--- src/rtl/fb_pc_fetch_ctrl_pkg.sv ---
// Shared types and constants for the IF-stage PC fetch controller.
package fb_pc_fetch_ctrl_pkg;

    localparam int          FB_32BITS   = 32;
    localparam logic [31:0] FB_RESET_PC = 32'h0000_0000;

    typedef enum logic [1:0] {
        FB_PCF_BOOT      = 2'd0,
        FB_PCF_RUN       = 2'd1,
        FB_PCF_JALR_WAIT = 2'd2
    } pcf_state_e;

endpackage

--- src/rtl/fb_pc_fetch_ctrl_sat_counter.sv ---
// Saturating up-counter: sticks at all-ones instead of wrapping.
module fb_sat_counter #(
    parameter int W = 16
) (
    input  logic         clk,
    input  logic         rst,
    input  logic         inc,
    output logic [W-1:0] cnt
);

    logic [W-1:0] cnt_q;
    logic [W-1:0] cnt_d;

    // Next count: step only when requested and not already saturated.
    always_comb begin
        cnt_d = cnt_q;
        if (inc && (cnt_q != {W{1'b1}})) begin
            cnt_d = cnt_q + W'(1);
        end
    end

    // Count register.
    always_ff @(posedge clk or posedge rst) begin
        if (rst) begin
            cnt_q <= '0;
        end else begin
            cnt_q <= cnt_d;
        end
    end

    assign cnt = cnt_q;

endmodule

--- src/rtl/fb_pc_fetch_ctrl.sv ---
// IF-stage PC owner: next-PC selection, jalr lock handshake, IF/ID control
// and event counters.
//
//   state      | meaning
//   -----------+-----------------------------------------------------------
//   BOOT       | first cycle after reset; PC held so imem gets a read cycle
//   RUN        | normal fetch
//   JALR_WAIT  | jalr parked in ID; waiting for its target on predict_pc
module fb_pc_fetch_ctrl
    import fb_pc_fetch_ctrl_pkg::*;
#(
    parameter logic [31:0] RESET_PC  = FB_RESET_PC,
    parameter int          CNT_WIDTH = 16
) (
    input  logic                 clk,
    input  logic                 rst,
    input  logic                 stall,
    input  logic                 pc_src,
    input  logic [31:0]          predict_pc,
    input  logic                 address_src,
    input  logic [31:0]          predict_err_pc,
    input  logic                 register_rst,
    input  logic                 lock,
    output logic [31:0]          pc,
    output logic                 jalr_en,
    output logic                 if_id_we,
    output logic                 if_id_bubble,
    output logic [CNT_WIDTH-1:0] mispredict_cnt,
    output logic [CNT_WIDTH-1:0] jalr_lock_cnt
);

    pcf_state_e            state_q, state_d;
    logic [FB_32BITS-1:0]  pc_q, pc_d;
    logic                  jalr_en_q, jalr_en_d;
    logic                  mispredict_inc;
    logic                  jalr_lock_inc;

    // Next state, priority next-PC mux and IF/ID controls.
    always_comb begin
        state_d        = state_q;
        pc_d           = pc_q;
        if_id_we       = 1'b0;
        if_id_bubble   = 1'b0;
        mispredict_inc = 1'b0;
        jalr_lock_inc  = 1'b0;
        case (state_q)
            FB_PCF_BOOT: begin
                state_d      = FB_PCF_RUN;
                if_id_bubble = 1'b1;
            end
            FB_PCF_RUN, FB_PCF_JALR_WAIT: begin
                if (address_src) begin
                    // Correction wins over stall and lock; wrong-path inst squashed.
                    pc_d           = predict_err_pc;
                    state_d        = FB_PCF_RUN;
                    if_id_we       = 1'b1;
                    if_id_bubble   = 1'b1;
                    mispredict_inc = 1'b1;
                end else if (stall) begin
                    state_d = state_q;
                end else if ((state_q == FB_PCF_RUN) && lock) begin
                    // Load the jalr into ID once, then bubble while it waits.
                    state_d       = FB_PCF_JALR_WAIT;
                    if_id_we      = 1'b1;
                    if_id_bubble  = 1'b1;
                    jalr_lock_inc = 1'b1;
                end else if (state_q == FB_PCF_JALR_WAIT) begin
                    // pc_src=0 here is a protocol error; fall through sequentially.
                    pc_d     = pc_src ? predict_pc : pc_q + 32'd1;
                    state_d  = FB_PCF_RUN;
                    if_id_we = 1'b1;
                end else begin
                    pc_d     = pc_src ? predict_pc : pc_q + 32'd1;
                    if_id_we = 1'b1;
                end
            end
            default: begin
                state_d      = FB_PCF_BOOT;
                if_id_bubble = 1'b1;
            end
        endcase
        jalr_en_d = (state_d == FB_PCF_JALR_WAIT);
    end

    // State, PC and jalr_en registers.
    always_ff @(posedge clk or posedge rst) begin
        if (rst) begin
            state_q   <= FB_PCF_BOOT;
            pc_q      <= RESET_PC;
            jalr_en_q <= 1'b0;
        end else begin
            state_q   <= state_d;
            pc_q      <= pc_d;
            jalr_en_q <= jalr_en_d;
        end
    end

    fb_sat_counter #(.W(CNT_WIDTH)) u_mispredict_cnt (
        .clk (clk),
        .rst (rst),
        .inc (mispredict_inc),
        .cnt (mispredict_cnt)
    );

    fb_sat_counter #(.W(CNT_WIDTH)) u_jalr_lock_cnt (
        .clk (clk),
        .rst (rst),
        .inc (jalr_lock_inc),
        .cnt (jalr_lock_cnt)
    );

    assign pc      = pc_q;
    assign jalr_en = jalr_en_q;

    // The hazard unit raises flush and correction together.
    a_flush_matches_redirect: assert property (
        @(posedge clk) disable iff (rst) (register_rst == address_src)
    );

endmodule

--- config.mk ---
export PLATFORM = sky130hd
export DESIGN_NAME = fb_pc_fetch_ctrl
export DESIGN_NICKNAME = d
export VERILOG_FILES = /design/src/rtl/fb_pc_fetch_ctrl_pkg.sv /design/src/rtl/fb_pc_fetch_ctrl_sat_counter.sv /design/src/rtl/fb_pc_fetch_ctrl.sv
export SDC_FILE = /design/constraint.sdc
export NUM_CORES = 1
export LEC_CHECK = 0
export BUFFER_PORTS_ARGS = -buffer_cell sky130_fd_sc_hd__buf_2
export CAP_MARGIN = 0
export CORE_MARGIN = 3
export CORE_UTILIZATION = 25
export DETAILED_ROUTE_END_ITERATION = 10
export SYNTH_ARGS = -nofsm -noshare
export SYNTH_HDL_FRONTEND = slang
export SYNTH_SLANG_ARGS = --single-unit
--- constraint.sdc ---
create_clock -name clk -period 2.68 [get_ports clk]
set_clock_uncertainty 0.05 [all_clocks]
set_input_delay 0.268 -clock clk [delete_from_list [all_inputs] [get_ports clk]]
set_output_delay 0.268 -clock clk [all_outputs]
set_load 0.02 [all_outputs]
==> flow_summary_export.csv <==
group,metric,value,unit
setup_path,crit_type,"reg -> reg",
timing,max_freq,437,MHz
cells_and_area,stdcell_area,5440,um^2
flow_run,drv_cap,0,
yosys,avgSynthCellArea,8.95,um^2
global_routing,grt_pass1_vias,3986,
setup_path,max_stage_delay,410,ps
timing,grt_setup_unrepaired,"no",
timing,fin_crit,2290,ps
min_path,hold_path.class,"in -> async",
cts,tritoncts,"yes",
cts,numCtsBuffers,9,
yosys,synth_edf_count,0,
route,drtIter0Drc,140,
floorplan,pin_count,138,
setup_path,required,2870,ps
timing,slew_viol_final,0,
cts,post_cts_buffers,0,
run_status,violations,"hold timing",
floorplan,rows,46,
placement,dpl_cell_area,5130,um^2
cells_and_area,areaGrowthSynthToFinish,32.8,%
yosys,syn-num-nets,535,
setup_path,path_delay_family,"compound AO/OA/AOI/OAI gates",
run_status,status,"complete, but fails checks",
cts,cts_hold_buf,0,
power_and_ir_drop,power_frac_clock,24.6,%
timing,worstMarginPinSlew,732,ps
cells_and_area,layout_commonest_cell,"buf_2",
cts,h-tree-depth,3,
setup_path,crit_path_end_kind,"register",
route,ant_nets,0,
setup_path,worstPathArrival,2480,ps
global_routing,grt_start_max_net_pins,38,
placement,io_buffer_count,136,
global_routing,grt-ovfl-total,0,
floorplan,core,15900,um^2
cells_and_area,multiInputGateArea,2300,um^2
cts,clkTransAtPathRegs,60,ps
cts,worstSkewPairLatency,340,ps
cts,cts.path.max_buffers,2,
yosys,synth_seq_cells,67,
power_and_ir_drop,cellPowerDensity,941,nW/um^2
cells_and_area,fillCellCount,1667,
yosys,synthesis.area,4100,um^2
cts,cts_resized,0,
timing,fin_hold_ws,-5.33,ps
yosys,synth_warnings,0,
placement,pre_cts_ws,393,ps
timing,hold_viol,5,
power_and_ir_drop,power_frac_comb,40.1,%
timing,setup_ws,390,ps
power_and_ir_drop,leakagePower,2.48,nW
route,drt-pass1-iter-count,4,
timing,finalSetupViolations,0,
setup_path,start_kind,"register",
floorplan,start_util,25.7,%
yosys,yosys.cell_types.count,67,
route,vias,4098,
floorplan,die-area,18000,um^2
route,vias_per_cell,4.97,
cells_and_area,drive_above_1_share,30.1,%
timing,fin_tns_setup,0,ps
power_and_ir_drop,switching_share,42.8,%
route,drcViolationCount,0,
power_and_ir_drop,seqPwrFrac,35.3,%
setup_path,worst-path-buf-inv,1,
global_routing,antenna_found_initial,0,
global_routing,grt_busiest_layer,"met2",
yosys,ys.flop_type,"dfrtp_1",
placement,place_hpwl,10.0,mm
setup_path,crit_slowest_cell,"dfrtp_1",
power_and_ir_drop,p_int,2.93,mW
cells_and_area,nets,680,
power_and_ir_drop,switching_power,2.19,mW
power_and_ir_drop,max-vdd-ir-drop,447,uV
route,wl_per_cell,16.6,um
global_routing,grtUsageMet3,3.86,%
floorplan,fp.dieH,134,um
cts,cts_sinks,67,
setup_path,timing.critical_path.cells,"ha_1 -> a21oi_1 -> o21ai_2 -> buf_12 -> a221oi_1 -> o21ai_0 -> a31o_2",
cts,cts_root_buf,"clkbuf_16",
global_routing,grt_pass1_wl,21.8,mm
yosys,syn-instance-count,458,
cells_and_area,layout_common_cells,"buf_2, dfrtp_1, nand2_1, nor2_1, nand3_1",
global_routing,met2_usage,26.4,%
global_routing,track_usage,15.5,%
route,wl,13.7,mm
global_routing,met1_usage,19.6,%
yosys,ys_seq_area_share,40.9,%
cells_and_area,seqCellArea,1680,um^2
floorplan,die_x,134,um
placement,routabilityCongestion,0.807,
timing,period_share,85.5,%
timing,timing.slew.headroom,51.1,%
yosys,synthArstFlopShare,100,%
setup_path,critPathMaxFanout,30,
power by group through the flow:
| stage | clock (mW) | sequential, mW | combinational [mW] |
|---|---|---|---|
| 2_1_floorplan | 0 | 2.09 | 0.974 |
| 3_3_place_gp | 0 | 1.82 | 2.06 |
| 3_5_place_dp | 0 | 1.82 | 2.07 |
| 4_1_cts | 1.29 | 1.81 | 2.09 |
| 5_1_grt | 1.34 | 1.88 | 2.27 |
| 6_report | 1.26 | 1.81 | 2.05 |
sequential cells by signal (all words and copies together), names as in the netlist:
name / count
pc: 32
state_q: 2
jalr_en: 1
u_jalr_lock_cnt.cnt: 16
u_mispredict_cnt.cnt: 16
through the flow:
| stage | utilization (%) | hold slack [ps] | power [mW] | cells |
|---|---|---|---|---|
| floorplan | - | 364 | 3.07 | 458 |
| global placement | 32.2 | 378 | 3.88 | 808 |
| detailed placement | 32.2 | 385 | 3.89 | 808 |
| CTS | 34.1 | 26.0 | 5.18 | 824 |
| global route | 34.1 | 64.1 | 5.48 | 824 |
| finish | 34.1 | -5.33 | 5.12 | 825 |
cell usage after synthesis, drive strengths merged (6+ instances only):
master	instances	share of area, %
dfrtp	67	41
nand2	44	4.0
nor2	35	3.2
nand3	31	4.1
o21ai	28	3.4
xnor2	23	4.9
a21oi	21	2.6
nand4	19	2.9
xor2	18	3.8
clkbuf	13	1.2
inv	12	1.1
a22oi	9	1.6
nor3	9	1.3
and3	8	1.2
and2	7	1.1
nand2b	7	1.1
o211ai	7	1.3
a31oi	6	0.92
ha	6	1.8
nor4	6	1.1
o21a	6	1.1
metal layers:
metal	routed length [um]	part of all wire [%]
met4	167	1.2
met5	0	0
met3	901	6.6
met1	5920	43
met2	6730	49
area by class of cell:
type | instances | area share (%)
repair buffers | 152 | 15.2
diodes | 1 | 0.0460
inverters | 14 | 0.966
multi-input cells | 359 | 42.3
flip-flops and latches | 67 | 30.8
clock buffers | 12 | 4.90
well taps | 216 | 4.97
clock inverters | 4 | 0.874
worst paths after layout:
path / from / endpoint / slack (ps) / cells after the start
setup / recovery: state_q[0]$_DFF_PP0_ / pc[17]$_DFFE_PP0P_ / 390 / 7
hold / removal: rst / u_mispredict_cnt.cnt[6]$_DFFE_PP0P_ / -5 / 2
setup reg to reg: state_q[0]$_DFF_PP0_ / pc[17]$_DFFE_PP0P_ / 390 / 7
hold reg to reg: u_mispredict_cnt.cnt[15]$_DFFE_PP0P_ / u_mispredict_cnt.cnt[15]$_DFFE_PP0P_ / 430 / 1
max in group asynchronous: rst / pc[14]$_DFFE_PP0P_ / 1920 / 3
min in group clk: predict_err_pc[8] / pc[8]$_DFFE_PP0P_ / 100 / 2
kinds of logic after synthesis:
kind of cell	synth area share [%]
adders and majority gates	1.83
xor gates and xnor gates	8.76
buffers and inverters	3.05
and+or+nand+nor	24.7
DFF	40.9
muxes	1.53
AOI/OAI and AO/OA	19.2
(Power assumes the default switching activity.)
